File: src/rtl/seg_pkg.sv
// Shared definitions for the seven-segment capture block.
//   seg_code_t   : 5-bit decoded digit code
//   CODE_*       : special codes for "=", dash, blank and unrecognised patterns
//   HEX_SEG      : active-low {g,f,e,d,c,b,a} patterns for hex digits 0-F
//                  (the same table the display driver uses)
//   sample_t     : one registered sample of the an/seg/dp lines
//   state_t      : capture FSM states
// Optional feature macro used by importers: DP_CAPTURE_EN.
package seg_pkg;

  typedef logic [4:0] seg_code_t;

  localparam seg_code_t CODE_EQ    = 5'd16;
  localparam seg_code_t CODE_DASH  = 5'd17;
  localparam seg_code_t CODE_BLANK = 5'd18;
  localparam seg_code_t CODE_UNK   = 5'd31;

  localparam logic [6:0] SEG_EQ    = 7'b0110111;
  localparam logic [6:0] SEG_DASH  = 7'b0111111;
  localparam logic [6:0] SEG_BLANK = 7'b1111111;

  // Entry [n] is the active-low pattern of hex digit n.
  localparam logic [15:0][6:0] HEX_SEG = {
    7'h0E,  // F
    7'h06,  // E
    7'h21,  // d
    7'h46,  // C
    7'h03,  // b
    7'h08,  // A
    7'h10,  // 9
    7'h00,  // 8
    7'h78,  // 7
    7'h02,  // 6
    7'h12,  // 5
    7'h19,  // 4
    7'h30,  // 3
    7'h24,  // 2
    7'h79,  // 1
    7'h40   // 0
  };

  typedef struct packed {
    logic [3:0] an;
    logic [6:0] seg;
    logic       dp;
  } sample_t;

  // All lines inactive: no digit enabled, all segments and dp dark.
  localparam sample_t SAMPLE_IDLE = '1;

  typedef enum logic [1:0] {
    S_IDLE   = 2'd0,
    S_SETTLE = 2'd1,
    S_LATCH  = 2'd2,
    S_HOLD   = 2'd3
  } state_t;

  // True when exactly one anode line is driven low.
  function automatic logic is_one_hot_low(input logic [3:0] an_n);
    case (an_n)
      4'b1110, 4'b1101, 4'b1011, 4'b0111: return 1'b1;
      default:                            return 1'b0;
    endcase
  endfunction

  // Position of the low anode; only meaningful when is_one_hot_low().
  function automatic logic [1:0] low_index(input logic [3:0] an_n);
    case (an_n)
      4'b1101: return 2'd1;
      4'b1011: return 2'd2;
      4'b0111: return 2'd3;
      default: return 2'd0;
    endcase
  endfunction

endpackage

File: src/rtl/seg_pattern_decoder.sv
// Combinational decoder from an active-low segment pattern to a digit code.
// Ports:
//   seg     in  7  segments {g,f,e,d,c,b,a}, active low
//   code    out 5  0-15 hex, 16 "=", 17 dash, 18 blank, 31 unrecognised
//   unknown out 1  high when the pattern matches none of the above
module seg_pattern_decoder
  import seg_pkg::*;
(
  input  logic [6:0] seg,
  output seg_code_t  code,
  output logic       unknown
);

  always_comb begin
    code    = CODE_UNK;
    unknown = 1'b1;
    for (int i = 0; i < 16; i++) begin
      if (seg == HEX_SEG[i]) begin
        code    = seg_code_t'(i);
        unknown = 1'b0;
      end
    end
    if (seg == SEG_EQ) begin
      code    = CODE_EQ;
      unknown = 1'b0;
    end
    if (seg == SEG_DASH) begin
      code    = CODE_DASH;
      unknown = 1'b0;
    end
    if (seg == SEG_BLANK) begin
      code    = CODE_BLANK;
      unknown = 1'b0;
    end
  end

endmodule

File: src/rtl/seven_segment_capture.sv
// Receive side of a 4-digit multiplexed seven-segment display. Samples the
// active-low an/seg/dp lines, waits for each scanned digit to hold still for
// SETTLE_CYCLES samples, decodes it and latches one code per digit position.
//
// Parameters:
//   SETTLE_CYCLES  consecutive identical samples needed before a latch (>= 2)
//   CNT_W          settle counter width, must hold SETTLE_CYCLES
// Ports:
//   clk          in   1   system clock
//   reset        in   1   asynchronous, active-high reset
//   an           in   4   digit enables, active low
//   seg          in   7   segments {g,f,e,d,c,b,a}, active low
//   dp           in   1   decimal point, active low
//   digit_code   out  20  digit i code at [5i+4:5i]
//   digit_valid  out  4   bit i set once digit i latched since reset
//   frame_done   out  1   1-cycle pulse when all 4 digits latched since last pulse
//   decode_err   out  1   1-cycle pulse when a latched pattern is unrecognised
//   dp_flags     out  4   latched dp per digit, 1 = lit
//   state_dbg    out  2   current capture FSM state
// Build option: define DP_CAPTURE_EN to make dp part of the stability compare
// and to capture it into dp_flags; otherwise dp is ignored and dp_flags = 0.
//
// Output timing: there is no handshake. All outputs are registered and update
// together on the clock edge that ends the LATCH state; frame_done and
// decode_err are high for exactly that one following cycle. Inputs held
// constant from edge t produce the digit_code update at edge t+SETTLE_CYCLES+2.
module seven_segment_capture
  import seg_pkg::*;
#(
  parameter int SETTLE_CYCLES = 16,
  parameter int CNT_W         = 8
) (
  input  logic        clk,
  input  logic        reset,
  input  logic [3:0]  an,
  input  logic [6:0]  seg,
  input  logic        dp,
  output logic [19:0] digit_code,
  output logic [3:0]  digit_valid,
  output logic        frame_done,
  output logic        decode_err,
  output logic [3:0]  dp_flags,
  output state_t      state_dbg
);

  localparam logic [CNT_W-1:0] CNT_LAST = CNT_W'(SETTLE_CYCLES - 1);

  // ---------------------------------------------------------------------
  // Input sampler. prev_q trails sample_q by one cycle so a change can be
  // seen as sample_q != prev_q. Without dp capture the dp bit is forced
  // constant, which removes it from the compare entirely.
  // ---------------------------------------------------------------------
  sample_t sample_d;
  sample_t sample_q;
  sample_t prev_q;

`ifdef DP_CAPTURE_EN
  assign sample_d = '{an: an, seg: seg, dp: dp};
`else
  logic unused_dp;
  assign unused_dp = dp;
  assign sample_d  = '{an: an, seg: seg, dp: 1'b1};
`endif

  always_ff @(posedge clk or posedge reset) begin
    if (reset) begin
      sample_q <= SAMPLE_IDLE;
      prev_q   <= SAMPLE_IDLE;
    end else begin
      sample_q <= sample_d;
      prev_q   <= sample_q;
    end
  end

  logic changed;
  logic sample_one_hot;
  assign changed        = (sample_q != prev_q);
  assign sample_one_hot = is_one_hot_low(sample_q.an);

  // ---------------------------------------------------------------------
  // Capture FSM
  // ---------------------------------------------------------------------
  state_t           state_q;
  state_t           state_d;
  logic [CNT_W-1:0] cnt_q;
  logic [CNT_W-1:0] cnt_d;
  logic             do_latch;
  state_t           restart_state;

  // Where to go whenever the sample moves: settle again if a single digit
  // is enabled, otherwise wait in IDLE.
  assign restart_state = sample_one_hot ? S_SETTLE : S_IDLE;

  always_ff @(posedge clk or posedge reset) begin
    if (reset) begin
      state_q <= S_IDLE;
      cnt_q   <= '0;
    end else begin
      state_q <= state_d;
      cnt_q   <= cnt_d;
    end
  end

  always_comb begin
    state_d  = state_q;
    cnt_d    = cnt_q;
    do_latch = 1'b0;
    case (state_q)
      S_IDLE: begin
        cnt_d = '0;
        if (sample_one_hot) begin
          state_d = S_SETTLE;
        end
      end
      S_SETTLE: begin
        if (changed) begin
          cnt_d   = '0;
          state_d = restart_state;
        end else if (cnt_q == CNT_LAST) begin
          cnt_d   = '0;
          state_d = S_LATCH;
        end else begin
          cnt_d = cnt_q + CNT_W'(1);
        end
      end
      S_LATCH: begin
        do_latch = 1'b1;
        cnt_d    = '0;
        // A change arriving during the latch cycle would be invisible from
        // HOLD (prev_q catches up), so restart settling directly.
        state_d  = changed ? restart_state : S_HOLD;
      end
      S_HOLD: begin
        cnt_d = '0;
        if (changed) begin
          state_d = restart_state;
        end
      end
      default: begin
        cnt_d   = '0;
        state_d = S_IDLE;
      end
    endcase
  end

  assign state_dbg = state_q;

  // ---------------------------------------------------------------------
  // Latch datapath. In the LATCH cycle prev_q holds the settled pattern
  // regardless of what the sampler picked up on the last edge.
  // ---------------------------------------------------------------------
  seg_code_t dec_code;
  logic      dec_unknown;

  seg_pattern_decoder u_decoder (
    .seg     (prev_q.seg),
    .code    (dec_code),
    .unknown (dec_unknown)
  );

  logic [3:0][4:0] codes_q;
  logic [3:0]      valid_q;
  logic [3:0]      seen_q;
  logic [3:0]      latch_bit;
  logic [3:0]      seen_next;

  assign latch_bit = ~prev_q.an;
  assign seen_next = seen_q | latch_bit;

  always_ff @(posedge clk or posedge reset) begin
    if (reset) begin
      codes_q    <= {4{CODE_BLANK}};
      valid_q    <= '0;
      seen_q     <= '0;
      frame_done <= 1'b0;
      decode_err <= 1'b0;
    end else begin
      frame_done <= 1'b0;
      decode_err <= 1'b0;
      if (do_latch) begin
        codes_q[low_index(prev_q.an)] <= dec_code;
        valid_q    <= valid_q | latch_bit;
        decode_err <= dec_unknown;
        if (seen_next == 4'b1111) begin
          frame_done <= 1'b1;
          seen_q     <= '0;
        end else begin
          seen_q <= seen_next;
        end
      end
    end
  end

  assign digit_code  = codes_q;
  assign digit_valid = valid_q;

`ifdef DP_CAPTURE_EN
  logic [3:0] dp_flags_q;

  always_ff @(posedge clk or posedge reset) begin
    if (reset) begin
      dp_flags_q <= '0;
    end else if (do_latch) begin
      dp_flags_q[low_index(prev_q.an)] <= ~prev_q.dp;
    end
  end

  assign dp_flags = dp_flags_q;
`else
  assign dp_flags = 4'b0000;
`endif

endmodule

File: config.mk
export PLATFORM = sky130hd
export DESIGN_NAME = seven_segment_capture
export DESIGN_NICKNAME = d
export VERILOG_FILES = /design/src/rtl/seg_pkg.sv /design/src/rtl/seg_pattern_decoder.sv /design/src/rtl/seven_segment_capture.sv
export SDC_FILE = /design/constraint.sdc
export NUM_CORES = 1
export LEC_CHECK = 0
export BUFFER_PORTS_ARGS = -buffer_cell sky130_fd_sc_hd__buf_2
export CORE_ASPECT_RATIO = 0.6
export CORE_MARGIN = 2
export CORE_UTILIZATION = 28
export CTS_CLUSTER_DIAMETER = 80
export DETAILED_ROUTE_END_ITERATION = 7
export SETUP_SLACK_MARGIN = 0.15
export SYNTH_ARGS = -nofsm -noshare
export SYNTH_HDL_FRONTEND = slang
export SYNTH_SLANG_ARGS = --single-unit
File: constraint.sdc
create_clock -name clk -period 1.6 [get_ports clk]
set_input_delay 0.08 -clock clk [delete_from_list [all_inputs] [get_ports clk]]
set_output_delay 0.08 -clock clk [all_outputs]
set_load 0.02 [all_outputs]
==> qor.yml <==
viasPerCell: 4.455
async_flop_share_pct: 100.0
clkTransAtPathRegs_ps: 50
clk_latency_ps: 330
drt_iter0_markers: 88
wl_um: 6655
drt_pass1_iterations: 4
root_buffer: "clkbuf_16"
synth-seq-cells: 62
end_kind: "flop"
path_buf_inv: 0
cts_buffer_depth: 2
synth_area_per_cell_um2: 11.88
p_leak_uw: 0.001900
final_common_cell: "buf_4"
path_cells: "or3b_4, a211oi_2, a221o_2, nor3_2, mux2_2"
grt_pass1_vias: 2156
grt_setup_unrepaired: "true"
fin_util_pct: 41.25
numPortBuffers: 40
slew-limit-headroom_pct: 66.21
start_kind: "flop"
worst_pin_slew_ps: 505.8
crit_required_ps: 1810
fin_worst_skew_ps: 4.537
setup_viol: 30
num_io_pins: 46
ys_warn_count: 0
crit_type: "reg -> reg"
final_cell_mix: "44 x buf_4, 40 x buf_2, 32 x dfrtp_1"
peakVddDrop_uv: 466.3
wl_per_cell_um: 13.78
antennaDiodeCount: 0
dp_slack_ps: -187.5
reg2reg_slack_ps: -200
grt_max_degree: 31
clkSinkCount: 62
tns_ps: -3728
regArea_um2: 1589
synth_edf_count: 0
synthCells: 241
cp_slowest_cell: "dfstp_2"
antenna_found_initial: 0
cp_max_fo: 4
drv_slew: 0
die_h_um: 82.32
total_power_uw: 3763
layout.nets: 358
grt_overflow: 0
synth_area_um2: 2863
status: "finished, violations left"
htree_levels: 3
power.density_nw_per_um2: 919.9
cts_buffers: 9
grt_pass1_wl_um: 11120
dp_hpwl_um: 4967
post-route-period-util_pct: 112.5
period_needed_ps: 1800
critPathMaxStageDelay_ps: 540
core_um2: 9915
core.rowCount: 28
yosysSeqAreaShare_pct: 55.51
drv_cap: 0
fmax_mhz: 555.5
drive_above_1_share_pct: 53.74
setup_slack_ps: -200.1
ys_types: 47
initial_utilization_pct: 28.87
area_delta_synth_final_pct: 42.88
multi_input_area_um2: 1295
hp-class: "in -> async"
die_width_um: 134.5
num_vias: 2152
violations: "setup timing"
drc: 0
hold_viol: 0
nFillCells: 943
antenna_left: 0
grt_usage_pct: 13.23
arrival_ps: 2010
whs_ps: 339.8
routabilityCongestion: 0.8696
cts_tree: "built"
synth_ff_type: "dfrtp_1"
dieArea_um2: 11070
cp_top_family: "flip-flops"
==> registers in the layout, summed over array words and instances (netlist names) <==
name and cells:
cnt_q 8, digit_valid 4, digit_code 20, frame_done 1, state_dbg 2, sample_q 11, seen_q 4, decode_err 1
prev_q 11
==> report_power, final <==
| group | switching (µW) | total (µW) | internal, µW | leakage, µW |
|---|---|---|---|---|
| Combinational | 153 | 321 | 168 | 0.00101 |
| Clock | 730 | 1780 | 1050 | 0.000128 |
| Sequential | 39.1 | 1660 | 1620 | 0.000761 |
==> per-layer routing <==
metal  up-vias  routed length [µm]  global-route usage (%)
li1       1037                   -                       -
met1      1053                3554                   19.48
met2        52                2685                   18.21
met3        10                 341                   4.335
met4         0                  74                   4.105
met5         -                   0                       0
==> cell type report <==
type,count,area share (%)
well taps,135,4.130
inverters,6,0.6424
flip-flops and latches,62,38.85
multi-input cells,162,31.66
repair buffers,102,17.99
clock inverters,7,1.224
clock buffers,9,5.506
==> Yosys cell counts, drive strengths merged (3+ instances only) <==
library cell | n | area share [%]
nor2b | 6 | 1.3
nor2 | 25 | 3.3
o21ai | 3 | 0.52
nand3 | 11 | 1.9
inv | 6 | 0.79
xor2 | 4 | 1.2
mux2 | 16 | 6.8
dfrtp | 32 | 28
a31oi | 6 | 1.3
o21a | 3 | 0.79
xnor2 | 16 | 4.9
buf | 14 | 3.6
nor3 | 12 | 3.5
a21oi | 6 | 1.0
or2 | 5 | 1.1
or3 | 4 | 0.87
nor3b | 3 | 1.1
dfstp | 30 | 28
nand2 | 10 | 1.3
==> cell families after synthesis <==
group,count (synthesis),synth area share [%]
other cells,1,0.1310
compound gates,29,7.780
xor+xnor,20,6.119
mux,18,7.518
simple gates,90,18.09
buf+inv,20,4.414
fa+ha+maj,1,0.4370
flops,62,55.51
==> stage by stage <==
step / instance area, µm² / std cells
3_3_place_gp: 3585 / 450
5_1_grt: 4090 / 483
4_1_cts: 4028 / 480
3_5_place_dp: 3585 / 450
6_report: 4090 / 483
2_1_floorplan: 2975 / 244
==> final timing paths <==
check / start / end / depth (start not counted)
max: prev_q[7] / digit_code[13] / 5
min: reset / digit_code[3] / 3
max reg2reg: prev_q[7] / digit_code[13] / 5
min reg2reg: sample_q[6] / prev_q[6] / 0
max in group asynchronous: reset / digit_code[9] / 4
min in group clk: sample_q[6] / prev_q[6] / 0
==> timing repair <==
action	4_1_cts	5_1_grt
setup endpoints to repair	34	34
pin swaps	7	5
buffers inserted	2	3
hold buffers	12	0
gates resized for setup	7	10
endpoints found under the hold margin	19	0
==> worst register-to-register path: stages (launching register included) <==
cell and delay [ps]:
dfstp_2 540, or3b_4 390, a211oi_2 180, a221o_2 220, nor3_2 90, mux2_2 270
Note: power is estimated with default switching activity, not from simulation.
